`config.mk`:
```
export PLATFORM = sky130hd
export DESIGN_NAME = uart_frame_rx_flat
export DESIGN_NICKNAME = d
export VERILOG_FILES = /design/src/rtl/uart_frame_rx_if.sv /design/src/rtl/uart_frame_rx.sv /design/src/flat_wrapper.sv
export SDC_FILE = /design/constraint.sdc
export NUM_CORES = 1
export LEC_CHECK = 0
export CELL_PAD_IN_SITES_DETAIL_PLACEMENT = 1
export CELL_PAD_IN_SITES_GLOBAL_PLACEMENT = 2
export CORE_ASPECT_RATIO = 1.25
export CORE_MARGIN = 5
export CORE_UTILIZATION = 36
export DETAILED_ROUTE_END_ITERATION = 10
export MAX_ROUTING_LAYER = met4
export PLACE_DENSITY = 0.83
export SLEW_MARGIN = 10
export SYNTH_ARGS = -nofsm -noshare
export SYNTH_HDL_FRONTEND = slang
export SYNTH_SLANG_ARGS = --single-unit
export TNS_END_PERCENT = 20
```
`constraint.sdc`:
```
create_clock -name clk -period 4.2 [get_ports clk]
set_input_delay 0.42 -clock clk [delete_from_list [all_inputs] [get_ports clk]]
set_output_delay 0.42 -clock clk [all_outputs]
set_load 0.05 [all_outputs]
```
`src/rtl/uart_frame_rx_if.sv`:
```
// Link between the UART byte receiver, the frame receiver and the game registers.
// Carries the byte strobe/data in and the validated payload plus status out.
interface uart_frame_rx_if #(
    parameter int PAYLOAD_BYTES = 8
);
    logic                       rx_done_tick;
    logic [7:0]                 rx_data;
    logic [8*PAYLOAD_BYTES-1:0] payload_out;
    logic                       frame_valid;
    logic                       chk_err;
    logic                       timeout_err;
    logic [7:0]                 err_count;
    logic                       busy;

    modport master (
        output rx_done_tick, rx_data,
        input  payload_out, frame_valid, chk_err,
        input  timeout_err, err_count, busy
    );

    modport slave (
        input  rx_done_tick, rx_data,
        output payload_out, frame_valid, chk_err,
        output timeout_err, err_count, busy
    );
endinterface

```
`src/rtl/uart_frame_rx.sv`:
```
// Framer: hunts for SYNC_BYTE, collects PAYLOAD_BYTES plus checksum, publishes on match.
// Ports: clk, reset (sync, active high), bus (slave: byte in, payload/status out).
module uart_frame_rx #(
    parameter int         PAYLOAD_BYTES  = 8,
    parameter logic [7:0] SYNC_BYTE      = 8'hA5,
    parameter int         TIMEOUT_CYCLES = 65536,
    parameter int         TO_BIT         = 17
) (
    input logic            clk,
    input logic            reset,
    uart_frame_rx_if.slave bus
);
    localparam int PW = 8 * PAYLOAD_BYTES;

    typedef enum logic [1:0] {
        HUNT,
        PAYLOAD,
        CHECK
    } state_t;

    state_t            state_q, state_d;
    logic [4:0]        idx_q, idx_d;
    logic [7:0]        sum_q, sum_d;
    logic [TO_BIT-1:0] timer_q, timer_d;
    logic [PW-1:0]     shadow_q, shadow_d;
    logic [PW-1:0]     payload_q, payload_d;
    logic [7:0]        err_q, err_d;
    logic              fv_q, fv_d;
    logic              ce_q, ce_d;
    logic              te_q, te_d;
    logic              err_inc;
    logic              expired;

    // A byte in the expiry cycle wins: expiry is only consulted without a tick.
    assign expired = (timer_q == TO_BIT'(TIMEOUT_CYCLES - 1));

    always_ff @(posedge clk) begin
        if (reset) begin
            state_q   <= HUNT;
            idx_q     <= '0;
            sum_q     <= '0;
            timer_q   <= '0;
            shadow_q  <= '0;
            payload_q <= '0;
            err_q     <= '0;
            fv_q      <= 1'b0;
            ce_q      <= 1'b0;
            te_q      <= 1'b0;
        end else begin
            state_q   <= state_d;
            idx_q     <= idx_d;
            sum_q     <= sum_d;
            timer_q   <= timer_d;
            shadow_q  <= shadow_d;
            payload_q <= payload_d;
            err_q     <= err_d;
            fv_q      <= fv_d;
            ce_q      <= ce_d;
            te_q      <= te_d;
        end
    end

    always_comb begin
        state_d   = state_q;
        idx_d     = idx_q;
        sum_d     = sum_q;
        timer_d   = timer_q;
        shadow_d  = shadow_q;
        payload_d = payload_q;
        fv_d      = 1'b0;
        ce_d      = 1'b0;
        te_d      = 1'b0;
        err_inc   = 1'b0;

        unique case (state_q)
            HUNT: begin
                timer_d = '0;
                if (bus.rx_done_tick && bus.rx_data == SYNC_BYTE) begin
                    state_d = PAYLOAD;
                    idx_d   = '0;
                    sum_d   = '0;
                end
            end
            PAYLOAD: begin
                if (bus.rx_done_tick) begin
                    shadow_d[{idx_q, 3'b000} +: 8] = bus.rx_data;
                    sum_d   = sum_q + bus.rx_data;
                    idx_d   = idx_q + 5'd1;
                    timer_d = '0;
                    if (idx_q == 5'(PAYLOAD_BYTES - 1))
                        state_d = CHECK;
                end else if (expired) begin
                    state_d = HUNT;
                    timer_d = '0;
                    te_d    = 1'b1;
                    err_inc = 1'b1;
                end else begin
                    timer_d = timer_q + 1'b1;
                end
            end
            CHECK: begin
                if (bus.rx_done_tick) begin
                    state_d = HUNT;
                    timer_d = '0;
                    if (bus.rx_data == sum_q) begin
                        payload_d = shadow_q;
                        fv_d      = 1'b1;
                    end else begin
                        ce_d    = 1'b1;
                        err_inc = 1'b1;
                    end
                end else if (expired) begin
                    state_d = HUNT;
                    timer_d = '0;
                    te_d    = 1'b1;
                    err_inc = 1'b1;
                end else begin
                    timer_d = timer_q + 1'b1;
                end
            end
            default: state_d = HUNT;
        endcase

        // Saturate rather than wrap so a flood of errors stays visible.
        err_d = (err_inc && err_q != 8'hFF) ? err_q + 8'd1 : err_q;
    end

    assign bus.payload_out = payload_q;
    assign bus.frame_valid = fv_q;
    assign bus.chk_err     = ce_q;
    assign bus.timeout_err = te_q;
    assign bus.err_count   = err_q;
    assign bus.busy        = (state_q != HUNT);
endmodule

```
`src/flat_wrapper.sv`:
```
// flat-port wrapper written by rule: the top's interface ports become plain ports
module uart_frame_rx_flat 
#(
    parameter int         PAYLOAD_BYTES  = 8,
    parameter logic [7:0] SYNC_BYTE      = 8'hA5,
    parameter int         TIMEOUT_CYCLES = 65536,
    parameter int         TO_BIT         = 17
)
  (clk, reset, bus_rx_done_tick, bus_rx_data, bus_payload_out, bus_frame_valid, bus_chk_err, bus_timeout_err, bus_err_count, bus_busy);
  uart_frame_rx_if #(.PAYLOAD_BYTES(PAYLOAD_BYTES)) bus_i ();
  input logic clk;
  input logic reset;
  input wire logic [$bits(bus_i.rx_done_tick)-1:0] bus_rx_done_tick;
  input wire logic [$bits(bus_i.rx_data)-1:0] bus_rx_data;
  output wire logic [$bits(bus_i.payload_out)-1:0] bus_payload_out;
  output wire logic [$bits(bus_i.frame_valid)-1:0] bus_frame_valid;
  output wire logic [$bits(bus_i.chk_err)-1:0] bus_chk_err;
  output wire logic [$bits(bus_i.timeout_err)-1:0] bus_timeout_err;
  output wire logic [$bits(bus_i.err_count)-1:0] bus_err_count;
  output wire logic [$bits(bus_i.busy)-1:0] bus_busy;
  assign bus_i.rx_done_tick = bus_rx_done_tick;
  assign bus_i.rx_data = bus_rx_data;
  assign bus_payload_out = bus_i.payload_out;
  assign bus_frame_valid = bus_i.frame_valid;
  assign bus_chk_err = bus_i.chk_err;
  assign bus_timeout_err = bus_i.timeout_err;
  assign bus_err_count = bus_i.err_count;
  assign bus_busy = bus_i.busy;
  uart_frame_rx #(.PAYLOAD_BYTES(PAYLOAD_BYTES), .SYNC_BYTE(SYNC_BYTE), .TIMEOUT_CYCLES(TIMEOUT_CYCLES), .TO_BIT(TO_BIT)) u_core (.clk(clk), .reset(reset), .bus(bus_i));
endmodule
```
* Word level (Yosys, flattened, before mapping) *
Cells that the tools add are included.
W data, S select, Z words.

operators by class
  mux-type cells = 22
  reduce and logical (&&, ||, !) cells = 13
  $add $sub $neg = 5
  equality and inequality tests = 10
  bitwise gates (word level) = 3
  shift-type cells = 2

operator list
  operator                   number
  $bwmux W64                 1
  $shift A8 B10 Y64 const A  1
  $shiftx A8 B10 Y64         1
  $mux W17                   2
  $pmux W17 S2               1
  $add A17 B1 Y17 const B    1
  $eq A17 B16 Y1 const B     1
  $mux W8                    2
  $pmux W8 S2                1
  $mux W2                    5
  $mux W5                    2
  $neg A8 Y10                1
  $pmux W5 S2                1
  $add A8 B1 Y8 const B      1
  $add A8 B8 Y8              1
  $eq A8 B8 Y1               1
  $eq A8 B8 Y1 const B       1
  $ne A8 B8 Y1 const B       1
  $pmux W2 S3                1
  $reduce_and A3 Y1          2
  $reduce_bool A2 Y1         3
  $add A5 B1 Y5 const B      1
  $eq A5 B3 Y1 const B       1
  $mux W1                    5
  other kinds (12)           17

word-level totals
  flip-flop bits (word level) = 171
  bits of input ports = 11
  output and inout port bits = 76

* Depth between registers and ports, before layout *
  depth after elaboration = 5
  depth in mapped cells = 9
  mapped depth without buffers = 7

* Worst setup path after synthesis *
Ideal clock, no wire load.

  kind = reg-to-reg
  start point = register u_core.idx_q[0]
  end point = register u_core.shadow_q[29]
  stages on the path, launching flop included = 10
  path buffers = 3
  slack = 1.831 ns
  arrival = 2.242 ns
  data required time = 4.072 ns
  period minus slack after synthesis = 2.369 ns
  cell sequence = dfxtp_1 clkbuf_1 inv_1 ha_1 clkbuf_1 nand2b_1 nor3_1 buf_2 mux2i_1 nor2_1

on the way
  word-level cells in the longest chain between the ends = 3
  elaborated cells between the ends (all ways) = 4
  classes of those cells = 1 x add/sub; 2 x shift; 1 x mux

RTL lines
  item                                                     line                 text
  start: declaration                                       uart_frame_rx.sv:22  logic [4:0] idx_q, idx_d;
  start signal: assignment                                 uart_frame_rx.sv:51  idx_q <= idx_d;
  $neg A8 Y10 (*)                                          uart_frame_rx.sv:86  shadow_d[{idx_q, 3'b000} +: 8] = bus.rx_data;
  $shiftx A8 B10 Y64 or $shift A8 B10 Y64 (tied branches)  uart_frame_rx.sv:86
  $bwmux W64 (*)                                           uart_frame_rx.sv:86
  end signal: assignment                                   uart_frame_rx.sv:54  shadow_q <= shadow_d;
  end: declaration                                         uart_frame_rx.sv:25  logic [PW-1:0] shadow_q, shadow_d;

Every way passes the cells marked *; elsewhere a longest branch is shown, timed or not.
A chain may end at the register's enable or synchronous reset.

* Worst setup path in the final report *
  start point = register u_core.idx_q[0]
  end point = register u_core.shadow_q[9]

Same word-level chain as after synthesis.

==> results.py <==
metrics = {
    "die": {
        "fp.dieW_um": 139,
        "die_h_um": 171,
        "start_util_pct": 36.8,
        "num_rows": 58,
        "die-area_um2": 23700,
        "num_io_pins": 87,
        "core_area_um2": 20200,
    },
    "timing": {
        "tightest_slew_ns": 1.01,
        "fin_crit_sh_pct": 65.2,
        "clock-skew-final_ns": 0.0127,
        "rsz0062_at_grt": "false",
        "max_freq_ghz": 0.365,
        "slew_headroom_pct": 32.4,
        "hold_violations": 0,
        "min_period_ns": 2.74,
        "slew_violations": 0,
        "setup_viol": 0,
        "setup_tns_ns": 0,
    },
    "synth": {
        "synth_top_area_cell": "dfxtp_1",
        "yosys-top-cells-area": "dfxtp_1, nand2_1, a21oi_1",
        "avgSynthCellArea_um2": 8.49,
        "synthDistinctLibCells": 59,
        "seq_area_frac_synth_pct": 45.9,
        "async_flop_share_pct": 0,
        "yosysWarnings": 0,
        "yosys_most_used_dff": "dfxtp_1",
        "synth_nets": 905,
        "syn-cell-area_um2": 7460,
        "synthCells": 878,
        "netlist.area_leader.share_pct": 45.9,
        "synth_edf_count": 0,
        "synth-seq-cells": 171,
    },
    "clock_tree": {
        "cts_root_buffer": "clkbuf_16",
        "cts_hold_buf": 0,
        "h-tree-depth": 4,
        "post-cts-setup-buffers": 0,
        "worstSkewPairLatency_ns": 0.43,
        "cts.path.max_buffers": 2,
        "cts_buffers": 17,
        "cts_tree": "yes",
        "path_clk_slew_ns": 0.07,
        "cts.sinks": 171,
        "ctsResizeCount": 0,
    },
    "worst_setup_path": {
        "required_ns": 4.56,
        "endpoint_kind": "flop",
        "arrival_ns": 3.09,
        "crit_fanout": 13,
        "crit_type": "reg -> reg",
        "startpoint_type": "flop",
    },
    "grt": {
        "grt_pass1_vias": 6501,
        "gr-usage-all-layers_pct": 17.5,
        "grt_max_degree": 94,
        "grt_pass1_wl_mm": 33.0,
        "antenna_found_initial": 0,
        "grt-ovfl-total": 0,
    },
    "final_layout": {
        "seqCellArea_um2": 3420,
        "antenna_cells": 0,
        "layout_common_cells": "dfxtp_1, nand2_1, a21oi_1, clkdlybuf4s50_1, nor2_1",
        "final_core_util_pct": 45.1,
        "drive_above_1_share_pct": 7.27,
        "area.growth.synth_to_final_pct": 22.4,
        "final_nets": 963,
        "final_common_cell": "dfxtp_1",
        "postLayoutCellArea_um2": 9130,
        "fillers": 2355,
        "multi_input_area_um2": 3730,
    },
    "power_and_ir_drop": {
        "worst_ir_drop_vdd_uv": 276,
        "p_total_mw": 3.33,
        "power_density_nw_per_um2": 365,
        "leakagePower_nw": 3.30,
    },
    "drt": {
        "wl_met2_mm": 10.1,
        "via_count": 6217,
        "drt-total-wl_mm": 19.6,
        "vias_per_cell": 5.10,
        "first_iter_violations": 314,
        "drc_errors": 0,
        "wl_met3_um": 648,
        "highest_layer": "met4",
        "ant_nets": 0,
        "detail_route.first_pass.iterations": 4,
        "wl_met1_mm": 8.51,
        "post_drt_wl_per_cell_um": 16.1,
    },
    "flow_run": {
        "cap_violations": 0,
    },
    "placement": {
        "portBuffers": 86,
        "gp_congestion": 0.846,
        "placed_cell_area_um2": 8520,
        "hpwlAfterDp_mm": 13.0,
    },
    "status": {
        "outcome": "finished, final reports clean",
    },
    "min_path": {
        "min_path_type": "reg -> reg",
    },
}
[kinds of logic after synthesis]
group	after synthesis	share of synthesized area (%)
flops	171	45.9
simple gates	402	27.2
xor+xnor	23	2.70
compound gates	145	10.9
fa+ha+maj	16	2.79
mux	46	6.26
buf+inv	75	4.20
[cell usage after synthesis (15+ instances only)]
library cell / instances
mux2i_1: 41
nand2_1: 168
nand2b_1: 52
a21oi_1: 100
ha_1: 15
nor2_1: 56
nor3_1: 17
buf_2: 19
nand3_1: 40
clkbuf_1: 36
dfxtp_1: 171
[path summary, 6_finish.rpt]
kind / start / end / slack, ns / cells after the start
worst max-delay path: u_core.idx_q[0]$_SDFFE_PP0P_ / u_core.shadow_q[9]$_SDFFE_PP0P_ / 1.46 / 7
worst min-delay path: u_core.bus.payload_out[45]$_SDFFE_PP0P_ / u_core.bus.payload_out[45]$_SDFFE_PP0P_ / 0.45 / 2
worst max register to register: u_core.idx_q[0]$_SDFFE_PP0P_ / u_core.shadow_q[9]$_SDFFE_PP0P_ / 1.46 / 7
worst min register to register: u_core.bus.payload_out[45]$_SDFFE_PP0P_ / u_core.bus.payload_out[45]$_SDFFE_PP0P_ / 0.45 / 2
[worst max-delay path: stages (launching register included)]
cell and delay [ns]:
dfxtp_1 0.60, inv_1 0.22, ha_1 0.32, nor3b_2 0.20, xor2_1 0.25, nor2_1 0.73
nand3_1 0.19, a21oi_1 0.17
[sequential cells by signal, indices dropped and copies added (netlist names), 2 cells and up]
signal                  count
u_core.bus.err_count        8
u_core.bus.payload_out     64
u_core.idx_q                5
u_core.shadow_q            64
u_core.state_q              2
u_core.sum_q                8
u_core.timer_q             17
[power by group]
part | switching [mW] | total, mW | internal [mW]
clock | 0.680 | 1.63 | 0.949
sequential | 0.0000619 | 1.62 | 1.62
combinational | 0.0576 | 0.0842 | 0.0267
total | 0.737 | 3.33 | 2.60
[cell type report]
class,count,area share [%]
inverters,14,0.576
flip-flops and latches,171,37.5
repair buffers,100,10.7
well taps,270,3.70
clock buffers,21,5.26
multi-input cells,632,40.8
clock inverters,11,1.45
[metrics by stage]
stage                     instances  hold slack (ns)  setup WS (ns)
after floorplan                 878            0.422           1.83
after global placement         1187            0.442           1.11
after detailed placement       1187            0.447           1.05
after CTS                      1219            0.457           1.40
after global routing           1219            0.473           1.16
final                          1219            0.454           1.46
[per-layer routing]
layer | vias up | global-route usage (%)
met5 | - | -
met4 | 0 | 5.53
met3 | 28 | 3.47
met2 | 87 | 31.0
met1 | 3008 | 20.1
li1 | 3094 | -
(Power assumes the default switching activity.)
